**src/rtl/pipelined_scaled_multiplier.sv**
```systemverilog
// Multi-lane signed multiplier with an arithmetic right shift, optional round-half-up and
// optional saturation. Valid/ready pipeline that stalls every stage at once.
module pipelined_scaled_multiplier #(
  parameter int A_WIDTH   = 8,
  parameter int B_WIDTH   = 8,
  parameter int OUT_WIDTH = 16,
  parameter int OUT_SCALE = 8,
  parameter int LANES     = 4,
  parameter int STAGES    = 2
) (
  input  logic                         clk,
  input  logic                         arst_n_in,
  input  logic [LANES*A_WIDTH-1:0]     a_in,
  input  logic [LANES*B_WIDTH-1:0]     b_in,
  input  logic                         round_en_in,
  input  logic                         sat_en_in,
  input  logic                         in_valid,
  output logic                         in_ready,
  output logic [LANES*OUT_WIDTH-1:0]   out,
  output logic [LANES-1:0]             out_sat,
  output logic                         out_valid,
  input  logic                         out_ready
);

  localparam int PW = A_WIDTH + B_WIDTH;
  // One guard bit so that adding the rounding constant can never overflow.
  localparam int RW = PW + 1;
  localparam int CW = ((RW > OUT_WIDTH) ? RW : OUT_WIDTH) + 1;

  localparam logic signed [RW-1:0] HALF = RW'((2 ** OUT_SCALE) / 2);
  localparam logic signed [CW-1:0] MAXV = {{(CW-OUT_WIDTH+1){1'b0}}, {(OUT_WIDTH-1){1'b1}}};
  localparam logic signed [CW-1:0] MINV = {{(CW-OUT_WIDTH+1){1'b1}}, {(OUT_WIDTH-1){1'b0}}};

  logic en;

  assign en       = ~out_valid | out_ready;
  assign in_ready = en;

  function automatic logic signed [RW-1:0] prod_round(
    input logic signed [A_WIDTH-1:0] a,
    input logic signed [B_WIDTH-1:0] b,
    input logic                      rnd
  );
    logic signed [RW-1:0] ax;
    logic signed [RW-1:0] bx;
    logic signed [RW-1:0] p;
    ax = {{(RW-A_WIDTH){a[A_WIDTH-1]}}, a};
    bx = {{(RW-B_WIDTH){b[B_WIDTH-1]}}, b};
    p  = ax * bx;
    if (rnd) p = p + HALF;
    return p;
  endfunction

  // Returns {overflow, result}; overflow is reported whether or not saturation is on.
  function automatic logic [OUT_WIDTH:0] shift_sat(
    input logic signed [RW-1:0] r,
    input logic                 sat
  );
    logic signed [RW-1:0]  s;
    logic signed [CW-1:0]  sx;
    logic                  ovf_hi;
    logic                  ovf_lo;
    logic [OUT_WIDTH-1:0]  res;
    s      = r >>> OUT_SCALE;
    sx     = {{(CW-RW){s[RW-1]}}, s};
    ovf_hi = sx > MAXV;
    ovf_lo = sx < MINV;
    if (sat && ovf_hi)      res = MAXV[OUT_WIDTH-1:0];
    else if (sat && ovf_lo) res = MINV[OUT_WIDTH-1:0];
    else                    res = sx[OUT_WIDTH-1:0];
    return {ovf_hi | ovf_lo, res};
  endfunction

  logic [LANES*RW-1:0] r_in;

  always_comb begin
    r_in = '0;
    for (int i = 0; i < LANES; i++) begin
      r_in[i*RW +: RW] = prod_round(a_in[i*A_WIDTH +: A_WIDTH],
                                    b_in[i*B_WIDTH +: B_WIDTH], round_en_in);
    end
  end

  logic [LANES*RW-1:0] fin_r;
  logic                fin_sat;
  logic                fin_valid;

  generate
    if (STAGES == 1) begin : g_single
      assign fin_r     = r_in;
      assign fin_sat   = sat_en_in;
      assign fin_valid = in_valid;
    end else begin : g_multi
      logic [LANES*RW-1:0] mid_r [STAGES-1];
      logic [STAGES-2:0]   mid_sat;
      logic [STAGES-2:0]   mid_valid;

      always_ff @(posedge clk or negedge arst_n_in) begin
        if (!arst_n_in) begin
          mid_sat   <= '0;
          mid_valid <= '0;
          for (int k = 0; k < STAGES-1; k++) mid_r[k] <= '0;
        end else if (en) begin
          mid_r[0]     <= r_in;
          mid_sat[0]   <= sat_en_in;
          mid_valid[0] <= in_valid;
          for (int k = 1; k < STAGES-1; k++) begin
            mid_r[k]     <= mid_r[k-1];
            mid_sat[k]   <= mid_sat[k-1];
            mid_valid[k] <= mid_valid[k-1];
          end
        end
      end

      assign fin_r     = mid_r[STAGES-2];
      assign fin_sat   = mid_sat[STAGES-2];
      assign fin_valid = mid_valid[STAGES-2];
    end
  endgenerate

  logic [LANES*OUT_WIDTH-1:0] res_next;
  logic [LANES-1:0]           ovf_next;

  always_comb begin
    res_next = '0;
    ovf_next = '0;
    for (int i = 0; i < LANES; i++) begin
      {ovf_next[i], res_next[i*OUT_WIDTH +: OUT_WIDTH]} = shift_sat(fin_r[i*RW +: RW], fin_sat);
    end
  end

  always_ff @(posedge clk or negedge arst_n_in) begin
    if (!arst_n_in) begin
      out       <= '0;
      out_sat   <= '0;
      out_valid <= 1'b0;
    end else if (en) begin
      out       <= res_next;
      out_sat   <= ovf_next;
      out_valid <= fin_valid;
    end
  end

endmodule

```
**config.mk**
```make
export PLATFORM = sky130hd
export DESIGN_NAME = pipelined_scaled_multiplier
export DESIGN_NICKNAME = d
export VERILOG_FILES = /design/src/rtl/pipelined_scaled_multiplier.sv
export SDC_FILE = /design/constraint.sdc
export NUM_CORES = 1
export LEC_CHECK = 0
export CORE_MARGIN = 4
export CORE_UTILIZATION = 42
export DETAILED_ROUTE_END_ITERATION = 8
export GPL_TIMING_DRIVEN = 0
export PLACE_DENSITY = 0.64
export SLEW_MARGIN = 25
export SYNTH_ARGS = -nofsm -noshare
export SYNTH_HDL_FRONTEND = slang
export SYNTH_SLANG_ARGS = --single-unit
```
**constraint.sdc**
```tcl
create_clock -name clk -period 2.48 [get_ports clk]
set_input_delay 0.372 -clock clk [delete_from_list [all_inputs] [get_ports clk]]
set_output_delay 0.372 -clock clk [all_outputs]
set_load 0.005 [all_outputs]
```
==> After elaboration in Yosys (flattened, before gate mapping) <==
Cells that the tools add are included.
{ "word_totals": {"ff_bits": 139, "in_bits": 70, "output_inout_bits": 70, "elab_cells": 48} }
{ "op_classes": {"n_addsub": 4, "n_mul": 4, "order_cmp": 8, "n_mux": 12, "bitwise": 6, "reduce_logical": 8} }
{ "op_table": {"columns": ["operator", "n"], "rows": [
  ["$mux 16", 8],
  ["$add 16x9->17 const B", 4],
  ["$mux 17", 4],
  ["$gt 9x16->1 const B", 4],
  ["$lt 9x16->1 const B", 4],
  ["$mul 8x8->16", 4],
  ["$logic_and 1x1->1", 8],
  ["$or 1x1->1", 5],
  ["$not 1->1", 1]
]} }

==> Longest topological paths before layout <==
{ "logic_depth": {"depth_word": 4, "depth_mapped": 23, "mapped_depth_nobuf": 23} }

==> Worst setup path before layout <==
No wires, ideal clock.
{ "synth_path": {"kind": "input port to flip-flop", "startpoint": "input a_in[3]", "endpoint": "register g_multi.mid_r, in the netlist fin_r[15]", "setup_time_ns": 0.120, "t_arrival_ns": 5.467, "required_time_ns": 2.360, "slack_ns": -3.107, "path_stages": 22, "n_path_buf": 1, "path_cell_list": "and2_1 fa_1 inv_1 fa_1 inv_1 fa_1 inv_1 fa_1 inv_1 ha_1 a21oi_1 and2b_2 nor3_1 ha_1 and2_2 nand2_1 or4_1 clkbuf_2 or4_1 a21oi_1 o21ai_1 o211a_1"} }
{ "synth_via": {"elab_chain_cells": 3} }
{ "synth_lines": {"columns": ["element", "line_no", "source"], "rows": [
  ["start, declared", "13", "input logic [LANES*A_WIDTH-1:0] a_in,"],
  ["$mul 8x8->16 (*)", "49", "p = ax * bx;"],
  ["$add 16x9->17", "50", "if (rnd) p = p + HALF;"],
  ["$mux 17 (*)", "50", null],
  ["end signal, assigned by index", "108", "mid_r[k] <= mid_r[k-1];"],
  ["end, declared", "94", "logic [LANES*RW-1:0] mid_r [STAGES-1];"]
]} }
Every way passes the cells marked *; elsewhere a longest branch is shown, timed or not.
A chain may end at the register's enable or synchronous reset.

==> Worst setup path in the final report <==
{ "layout_path": {"startpoint": "input b_in[1]", "endpoint": "register g_multi.mid_r, in the netlist fin_r[13]"} }
{ "layout_via": {"elab_chain_cells": 3} }
{ "layout_lines": {"columns": ["element", "line_no", "source"], "rows": [
  ["start, declared", "14", "input logic [LANES*B_WIDTH-1:0] b_in,"],
  ["$mul 8x8->16 (*)", "49", null],
  ["$add 16x9->17", "50", null],
  ["$mux 17 (*)", "50", null]
]} }
Marked as above.

==> run summary <==
Status: complete, but fails checks
Failing checks: negative setup slack
Compound-gate portion of the synthesized area: 6.29%
Post-synthesis simple-gate area fraction: 19.6%
Initial DRC Count: 288
Ys flop type: dfrtp_1
Die Y: 188 um
Max transition margin: 39.4%
Proportion of synthesized area in mux cells: 1.01%
Layout area overhead: 29.9%
EDFF count, synth: 0
Synth Net Count: 1904
Peak supply drop: 775 uV
Crit end category: flip-flop
Core Util, Final: 55.6%
RSZ-0062 raised after global routing: yes
GRT Total Usage: 17.7%
Worst hold path startpoint: fin_valid$_DFFE_PN0P_
Setup WS post-layout: -2.69 ns
Diode count: 0
DP Wirelength: 24600 um
First-pass GRT wire length: 52600 um
Maximum buffer depth of the clock tree: 2
#FFs+latches synth: 82
Min Clock Period, post-route: 5.17 ns
Max Clk Rate: 193 MHz
H-tree depth: 3
Die W: 188 um
Min-Delay Endpoint: out_valid$_DFFE_PN0P_
Io pins: 140
R2R cell count: 7
Pin count of the biggest net entering global routing: 54
Mapped cell area: 13600 sq um
Layout cell share with drive strength beyond 1: 22.8%
Post-synth ARST share: 100%
Drt first pass iters: 5
Distinct cell type count after synthesis: 65
Reg-to-Reg End: out[19]$_DFFE_PN0P_
Fin. max-slew vios: 0
Vias per inst: 4.82
Final WL: 30500 um
Die area: 35300 sq um
Fin crit share: 209%
Root Buffer: clkbuf_16
Max Cap Viol: 0
Seq/Total Area, Yosys: 15.1%
Placeable Area: 31700 sq um
Vias in the first global route: 11007
R2r startpoint: out_valid$_DFFE_PN0P_
Num CTS Buffers: 9
Xor-xnor portion of the synthesized cell area: 5.74%
Initial antenna violation count: 0
Critical path startpoint category: input pin
Leakage power: 8.54 nW
Core Rows: 65
Syn Inst Count: 1510
Pre-CTS WS: -3.83 ns
Largest family of logic cells by synthesized area: adder cells
Worst Path Arrival: 5.37 ns
Hold/Removal Path Class: flip-flop to flip-flop
DRC: 0
Required @ worst endpoint: 2.68 ns
Fill cell count: 2861
Hold Path Depth: 1
Adder-cell share of the synthesized area: 41.6%
Area of placed instances: 15800 sq um
Final Power: 0.0242 W
Wire per inst: 14.2 um
Ranking of synthesized cells by area: fa_1 31%, dfrtp_1 15%, ha_1 10%
Grt ovf: 0
Clock sinks: 82
CP max FO: 5
Clock transition at path regs: 0.06 ns
Final setup fails: 36
Worst-case clock skew: 0.00338 ns
Initial core utilization: 42.8%
Final instance area: 17600 sq um
Critical path class: input pin to flip-flop
Layout net count: 2134
Power Dens Cells: 1370 nW/um^2
Leading area contributor after synthesis: fa_1
Top-area cell type share of the netlist area: 31.2%
Placed Cells: 2051
Via total after detailed routing: 10353
Avg Cell Area, Syn: 9.00 sq um
Internal reg-to-reg setup slack: 0.90 ns
Non-filler instance count after layout: 2147
Final ANT Viol Nets: 0
Final Hold Viols: 0
Placer Congestion: 0.801
Slew @ Worst Pin: 0.910 ns
CTS tree: yes
Syn. warnings: 0
Clk_lat worst skew: 0.34 ns
IO buf count: 138
-- layer usage --
metal | wire length (um) | up-vias | track usage (%)
li1 | - | 5060 | -
met1 | 13400 | 5158 | 23.6
met2 | 15900 | 116 | 31.8
met3 | 913 | 19 | 2.20
met4 | 312 | 0 | 2.37
met5 | 0 | - | 0
-- worst max-delay path: stages --
cell	delay, ns
buf_8	0.10
and2_4	0.15
fa_1	0.52
inv_1	0.05
fa_1	0.49
inv_2	0.04
fa_1	0.52
inv_1	0.05
fa_1	0.48
inv_2	0.05
ha_4	0.28
nand4b_1	0.17
o2bb2ai_4	0.21
nor3_4	0.06
nor3_4	0.17
ha_4	0.15
and2_4	0.16
nand2_4	0.06
or4_4	0.47
o21bai_1	0.18
a221o_1	0.33
xnor2_2	0.22
o21ai_1	0.09
-- metrics by stage --
| stage | TNS (ns) | hold WS, ns |
|---|---|---|
| floorplan | -69.63 | 0.0764 |
| global route | -77.55 | 0.484 |
| detailed placement | -104.90 | 0.337 |
| CTS | -70.42 | 0.466 |
| finish | -71.27 | 0.465 |
| global placement | -259.02 | 0.443 |
-- cell usage in the layout (no fill, tap or decap), drive strengths merged, types with 16 or more instances in the layout --
master / n
inv: 314
clkbuf: 31
dfrtp: 82
xnor2: 65
nand3: 16
a21oi: 35
and2: 169
nor2b: 26
ha: 112
clkdlybuf4s50: 73
xor2: 24
nand2: 206
fa: 212
buf: 164
nor2: 35
o21ai: 37
-- how the worst max path moves through the flow --
stage,start,to,depth (start not counted)
floorplan,b_in[0],fin_r[15]$_DFFE_PN0P_,23
global placement,b_in[0],fin_r[13]$_DFFE_PN0P_,24
detailed placement,b_in[0],fin_r[13]$_DFFE_PN0P_,24
CTS,b_in[1],fin_r[15]$_DFFE_PN0P_,24
global route,b_in[1],fin_r[11]$_DFFE_PN0P_,27
finish,b_in[1],fin_r[13]$_DFFE_PN0P_,23
-- synthesized netlist by cell type, drive strengths merged (2+ instances only) --
master	count
nor4	2
nor3b	2
nor2b	26
nand3b	4
mux2i	7
o41a	2
o21ai	37
or2	2
nand3	16
fa	212
or4	2
clkbuf	18
o21a	3
dfrtp	82
o211ai	6
nor3	13
mux2	6
buf	27
nand2b	7
a31oi	3
a21o	6
nor2	35
o31ai	2
a21oi	35
inv	312
and4	6
a211o	4
nand4	2
and2	169
a211oi	7
and2b	2
a221oi	3
nand4b	6
and3	15
o2111ai	6
or3	2
xor2	24
xnor2	65
ha	112
nand2	206
o21bai	4
-- final cells by class --
class	instances	area (sq um)	share of cell area (%)
clock buffer	9	225	1.28
sequential	82	2050	11.6
buffer	44	302	1.71
multi-input combinational	1071	11200	63.6
tap	402	503	2.85
clock inverter	7	77.6	0.440
inverter	312	1170	6.64
timing repair buffer	220	2090	11.9
-- where the power goes --
| part | internal [W] | total (W) | leakage (nW) | switching [W] |
|---|---|---|---|---|
| sequential | 0.00204 | 0.00243 | 0.984 | 0.000397 |
| clock | 0.000788 | 0.00134 | 0.146 | 0.000550 |
| combinational | 0.0102 | 0.0204 | 7.41 | 0.0102 |
-- state kept, by name, summed over array words and instances (netlist names) --
signal     flops
fin_r         36
fin_valid      1
out           40
out_sat        4
out_valid      1
-- timing repair --
action / in CTS / in global routing
setup buffers: 64 / 33
endpoints found under the setup margin: 37 / 37
hold buffers: 1 / 0
gates resized for setup: 475 / 97
hold endpoints to repair: 29 / 0
pin swaps: 107 / 72
-- cells by family after synthesis --
logic type / count (synthesis)
flip-flops: 82
adder cells (fa/ha/maj): 324
AO/OA/AOI/OAI: 128
multiplexers: 13
AND/OR/NAND/NOR: 517
buffers and inverters: 357
XOR/XNOR: 89
(Power assumes the default switching activity.)
==> variant 1: new RTL, same flow settings <==
The parameter `STAGES` goes from 2 to 4.
--- a/src/rtl/pipelined_scaled_multiplier.sv
+++ b/src/rtl/pipelined_scaled_multiplier.sv
@@ -6,7 +6,7 @@
   parameter int OUT_WIDTH = 16,
   parameter int OUT_SCALE = 8,
   parameter int LANES     = 4,
-  parameter int STAGES    = 2
+  parameter int STAGES    = 4
 ) (
   input  logic                         clk,
   input  logic                         arst_n_in,
Behaviour: not the same (a bounded check fails within 4 cycles, from zero or initial values and one cycle with arst_n_in low).
==> variant 1 against the original RTL <==
  * The run still ends with negative setup slack left
  * Cell count is 21% higher
  * Die area is 20% higher
  * Total power is 23% higher
  * Area after synthesis is 21% higher
  * Design area is 19% higher
  * Setup slack better by 0.51 ns
  * Sequential cell count is 74 higher
  * Routed wire length is 19% higher
==> variant 1: results (changes against the original RTL) <==
[place]
hpwl_um=28900  ; was 24600 um
globalplace.congestion=0.811  ; was 0.801
placed_area_um2=19100  ; was 15800 um^2
numPortBuffers=138  ; unchanged
pre_cts_ws_ns=-3.43  ; was -3.83 ns

[power_and_ir_drop]
ir_drop_mv=0.738  ; was 0.775 mV
p_int_uw=16500  ; was 13000 uW
p_leak_uw=0.0103  ; was 0.00854 uW

[timing]
skew_ns=0.00847  ; was 0.00338 ns
setup_violations=36  ; unchanged
max_slew_margin_pct=57.4  ; was 39.4%
tns_ns=-63.36  ; was -71.27 ns
holdWs_ns=0.465  ; about the same
worst_slack_ns=-2.19  ; was -2.69 ns

[yosys]
ys_types=74  ; was 65
synthCells=1830  ; was 1510
yosys-top-cells-area=fa_1 (26%), dfrtp_1 (24%), nand2_1 (9.9%)  ; was fa_1 (31%), dfrtp_1 (15%), ha_1 (10%)
synth_mux_area_share_pct=0.800  ; was 1.01%
synth_compound_area_share_pct=5.45  ; was 6.29%
synthXorXnorAreaFrac_pct=4.82  ; was 5.74%
synth.net_count=2224  ; was 1904
synthTopCellsByCount=nand2_1 (431), inv_1 (311), fa_1 (212)  ; was inv_1 (312), fa_1 (212), nand2_1 (206)
synth-seq-area-share_pct=23.8  ; was 15.1%
synthAdderAreaFrac_pct=34.4  ; was 41.6%

[clock_network]
numCtsBuffers=17  ; was 9
htree_levels=4  ; was 3
ctsResizeCount=501  ; was 475
clock_latency_ns=0.42  ; was 0.34 ns
cts_setup_buffers=51  ; was 64
ctsHoldBuffers=1  ; unchanged

[global_routing]
grt_pass1_wl_um=62600  ; was 52600 um
grt_pass1_vias=13016  ; was 11007
track_usage_pct=17.8  ; was 17.7%
grt_max_degree=80  ; was 54

[final_layout]
largest_register_ffs=72  ; was 40
drive_above_1_share_pct=21.6  ; was 22.8%
diodes=0  ; unchanged
largest-register=g_multi.mid_r  ; was out
nets=2455  ; was 2134

[setup_path]
reg2regPathDepth=6  ; was 7
r2r_end=g_multi.mid_r[132]  ; was out[19]
worstPathArrival_ns=4.97  ; was 5.37 ns
r2r_slack_ns=0.32  ; was 0.90 ns
crit_fanout=4  ; was 5
startpoint=b_in[24]  ; was b_in[1]
max_stage_delay_ns=0.54  ; was 0.52 ns

[routing]
vias=12369  ; was 10353
vias_per_cell=4.77  ; was 4.82
routedWlPerCell_um=14.0  ; was 14.2 um
dr.pass1.iters=5  ; unchanged
drtIter0Drc=484  ; was 288

[min_path]
hold_path.class=reg -> reg  ; unchanged
hold-path-cell-count=2  ; was 1
hold_start=out[33]  ; was fin_valid
holdPathEnd=out[33]  ; was out_valid

[run_status]
run_status=finished, violations left  ; unchanged
violations=negative setup slack  ; unchanged

-- variant 1: changes by cell type after synthesis, sizes merged, moves of 5 or more --
cell / before / now
nand4: 2 / 9
clkbuf: 18 / 36
nand2: 206 / 431
xnor2: 65 / 52
o21a: 3 / 9
o21ai: 37 / 30
nand2b: 7 / 12
nor2: 35 / 27
xor2: 24 / 33
dfrtp: 82 / 156
-- variant 1: critical path, delay by kind of cell --
kind | cells | cell delay [ns]
adders and majority gates | 5 | 2.28
muxes | 1 | 0.26
buffers and inverters | 6 | 0.40
and+or+nand+nor | 3 | 0.76
xor gates and xnor gates | 2 | 0.32
AOI/OAI and AO/OA | 2 | 0.55
-- variant 1: final cells by class --
type / count / area [um^2]
fillers: 3530 / 17600
multi-input cells: 1299 / 12300
flip-flops and latches: 156 / 3900
repair buffers: 214 / 2100
inverters: 311 / 1170
well taps: 518 / 648
clock buffers: 18 / 429
plain buffers: 62 / 363
clock inverters: 14 / 113
-- variant 1: power by group through the flow --
stage	Sequential, uW	Clock [uW]	Combinational [uW]
4_1_cts	4620	2400	21100
3_3_place_gp	4630	0	17400
6_report	4610	2380	22800
3_5_place_dp	4660	0	17800
2_1_floorplan	4460	0	13600
5_1_grt	4780	2530	25400
-- variant 1: worst max-delay path by stage --
stage                     cells after the start            endpoint
final                                        19  g_multi.mid_r[201]
after global routing                         19  g_multi.mid_r[185]
after CTS                                    19  g_multi.mid_r[202]
after detailed placement                     21  g_multi.mid_r[202]
after global placement                        1           out_valid
after floorplan                              20  g_multi.mid_r[202]
-- variant 1: layer usage --
layer / vias up / wire length (um) / GRT usage [%]
li1: 6049 / - / -
met1: 6045 / 16700 / 24.8
met2: 232 / 17700 / 30.5
met3: 43 / 1350 / 1.64
met4: 0 / 524 / 3.61
met5: - / 0 / 0
==> variant 2: new RTL, same flow settings <==
Made on the original files. Make the reset (`arst_n_in`) synchronous in 2 clocked blocks.
--- a/src/rtl/pipelined_scaled_multiplier.sv
+++ b/src/rtl/pipelined_scaled_multiplier.sv
@@ -95,7 +95,7 @@
       logic [STAGES-2:0]   mid_sat;
       logic [STAGES-2:0]   mid_valid;
 
-      always_ff @(posedge clk or negedge arst_n_in) begin
+      always_ff @(posedge clk) begin
         if (!arst_n_in) begin
           mid_sat   <= '0;
           mid_valid <= '0;
@@ -129,7 +129,7 @@
     end
   end
 
-  always_ff @(posedge clk or negedge arst_n_in) begin
+  always_ff @(posedge clk) begin
     if (!arst_n_in) begin
       out       <= '0;
       out_sat   <= '0;
Formal check against the unedited RTL: differs if arst_n_in is asserted again (counterexample within 4 cycles, from zero or initial values and one cycle with arst_n_in low); with arst_n_in held inactive, the same outputs for 10 cycles.
==> variant 2 against the original RTL <==
  * The run still ends with negative setup slack left
  * Combinational power shrank 9%
  * Sequential share of layout area down 0.21 points
  * Synthesized cell count is 0.66% lower
  * Setup slack worse by 0.12 ns
  * Design area is 0.60% lower
  * Count of clock-buffer cells in the layout increased by 1
  * Routed wire length is 1.5% higher
  * Area after synthesis is 0.10% higher
  * Cell count down 1.6%
  * Sequential cell count stayed put
  * First-iteration DRC count increased by 26%
  * Utilization fell by 0.34 points
  * Total power is 8.5% lower
==> variant 2: results (changes against the original RTL) <==
[run_status]
run_status=finished, violations left  ; unchanged
violations=negative setup slack  ; unchanged

[yosys]
yosys-top-cells-area=fa_1 (31%), ha_1 (10%), inv_1 (8.5%)  ; was fa_1 (31%), dfrtp_1 (15%), ha_1 (10%)
ys.flop_type=dfxtp_1  ; was dfrtp_1
synthXorXnorAreaFrac_pct=5.71  ; was 5.74%
synth_compound_area_share_pct=7.90  ; was 6.29%
synth_mux_area_share_pct=0.709  ; was 1.01%
ys_types=61  ; was 65
synth-seq-area-share_pct=14.7  ; was 15.1%
synth.net_count=1894  ; was 1904
synthAdderAreaFrac_pct=41.5  ; was 41.6%
synth-edff-count=36  ; was 0
synthArstFlopShare_pct=0  ; was 100%
synthTopCellsByCount=inv_1 (308), fa_1 (212), and2_1 (164)  ; was inv_1 (312), fa_1 (212), nand2_1 (206)

[final_layout]
drive_above_1_share_pct=23.7  ; was 22.8%
nets=2100  ; was 2134
reg_top3=out x40, g_multi.mid_r x36, out_sat x4

[place]
globalplace.congestion=0.867  ; was 0.801
placed_area_um2=16000  ; was 15800 um^2
pre_cts_ws_ns=-3.89  ; was -3.83 ns
numPortBuffers=137  ; was 138
hpwl_um=24900  ; was 24600 um

[global_routing]
grt_pass1_wl_um=52700  ; was 52600 um
grt_pass1_vias=10873  ; was 11007
grt_max_degree=22  ; was 54
met2_usage_pct=31.3  ; was 31.8%
use_met3_pct=1.75  ; was 2.20%
use_met1_pct=24.4  ; was 23.6%

[timing]
skew_ns=0.0113  ; was 0.00338 ns
worst_slack_ns=-2.81  ; was -2.69 ns
max_slew_margin_pct=44.2  ; was 39.4%
setup_violations=36  ; unchanged

[routing]
vias_per_cell=4.89  ; was 4.82
routedWlPerCell_um=14.7  ; was 14.2 um
drtIter0Drc=364  ; was 288

[setup_path]
crit_fanout=4  ; was 5
worstPathArrival_ns=5.38  ; was 5.37 ns

[power_and_ir_drop]
ir_drop_mv=0.606  ; was 0.775 mV
p_leak_uw=0.00803  ; was 0.00854 uW

variant 2: changes by cell type after synthesis, sizes merged, moves of 7 or more:
cell and delta:
nand2 -53, o21a +8, o21ai -26, dfxtp +46
nand3 -7, a21boi +43, xnor2 -8, edfxtp +36
dfrtp -82, nor2 +20
variant 2: power by group:
part | switching, uW | internal (uW)
Sequential | 206 | 2030
Clock | 572 | 853
Combinational | 9430 | 9030
Total | 10200 | 11900
variant 2: critical path, cell delays in order:
cell and delay [ns]:
buf_12 0.11, and2_4 0.15, fa_1 0.55, inv_2 0.04, fa_1 0.52, inv_2 0.05
fa_1 0.56, inv_2 0.04, fa_1 0.49, inv_2 0.05, ha_4 0.25, nand4b_1 0.12
or2_4 0.29, nand2_4 0.09, xor2_4 0.18, ha_4 0.16, nand2_4 0.05, or2_4 0.24
o22ai_1 0.21, a211oi_2 0.08, or3b_4 0.41, a21oi_4 0.15, o21bai_1 0.13, nand3_1 0.08
variant 2: per-layer routing:
layer | vias up | wire length (um)
li1 | 5027 | -
met1 | 5116 | 14300
met2 | 154 | 15500
met3 | 26 | 779
met4 | 0 | 399
met5 | - | 0
variant 2: through the flow:
| stage | hold WS, ns | utilization [%] | cells | setup TNS (ns) | power, uW |
|---|---|---|---|---|---|
| 6_report | 0.460 | 55.3 | 2113 | -70.18 | 22100 |
| 5_1_grt | 0.483 | 55.3 | 2113 | -75.56 | 24300 |
| 4_1_cts | 0.463 | 53.9 | 2104 | -70.12 | 20900 |
| 3_5_place_dp | 0.455 | 50.4 | 2040 | -121.52 | 16800 |
| 3_3_place_gp | 0.449 | 50.3 | 2039 | -148.86 | 16600 |
| 2_1_floorplan | 0.441 | - | 1500 | -69.81 | 13900 |
variant 2: final timing paths:
kind,from,end,slack [ns],cells past startpoint
worst max-delay path,b_in[2],g_multi.mid_r[0][15],-2.81,24
worst min-delay path,out[51],out[51],0.46,2
worst max register to register,out_valid,g_multi.mid_r[0][16],0.26,5
worst min register to register,out[51],out[51],0.46,2
variant 2: area by class of cell:
cell class	instances	area (um^2)
Multi-Input combinational cell	1059	11300
Inverter	308	1160
Tap cell	402	503
Timing Repair Buffer	197	1910
Clock buffer	10	250
Clock inverter	6	68.8
Buffer	49	307
Fill cell	2885	14200
Sequential cell	82	2000
variant 2: logic make-up (layout without fill, tap and decap cells):
| family | count (synthesis) | in the layout |
|---|---|---|
| mux | 9 | 9 |
| compound gates | 152 | 152 |
| buf+inv | 359 | 570 |
| xor+xnor | 85 | 85 |
| fa+ha+maj | 324 | 324 |
| simple gates | 489 | 489 |
| flops | 82 | 82 |
variant 2: repair_timing:
item / 4_1_cts / 5_1_grt
pin swaps: 79 / 81
setup endpoints to repair: 58 / 36
cloned: 0 / 0
hold endpoints to repair: 0 / 0
resized for setup: 460 / 126
setup buffers: 52 / 15
hold buffers: 0 / 0
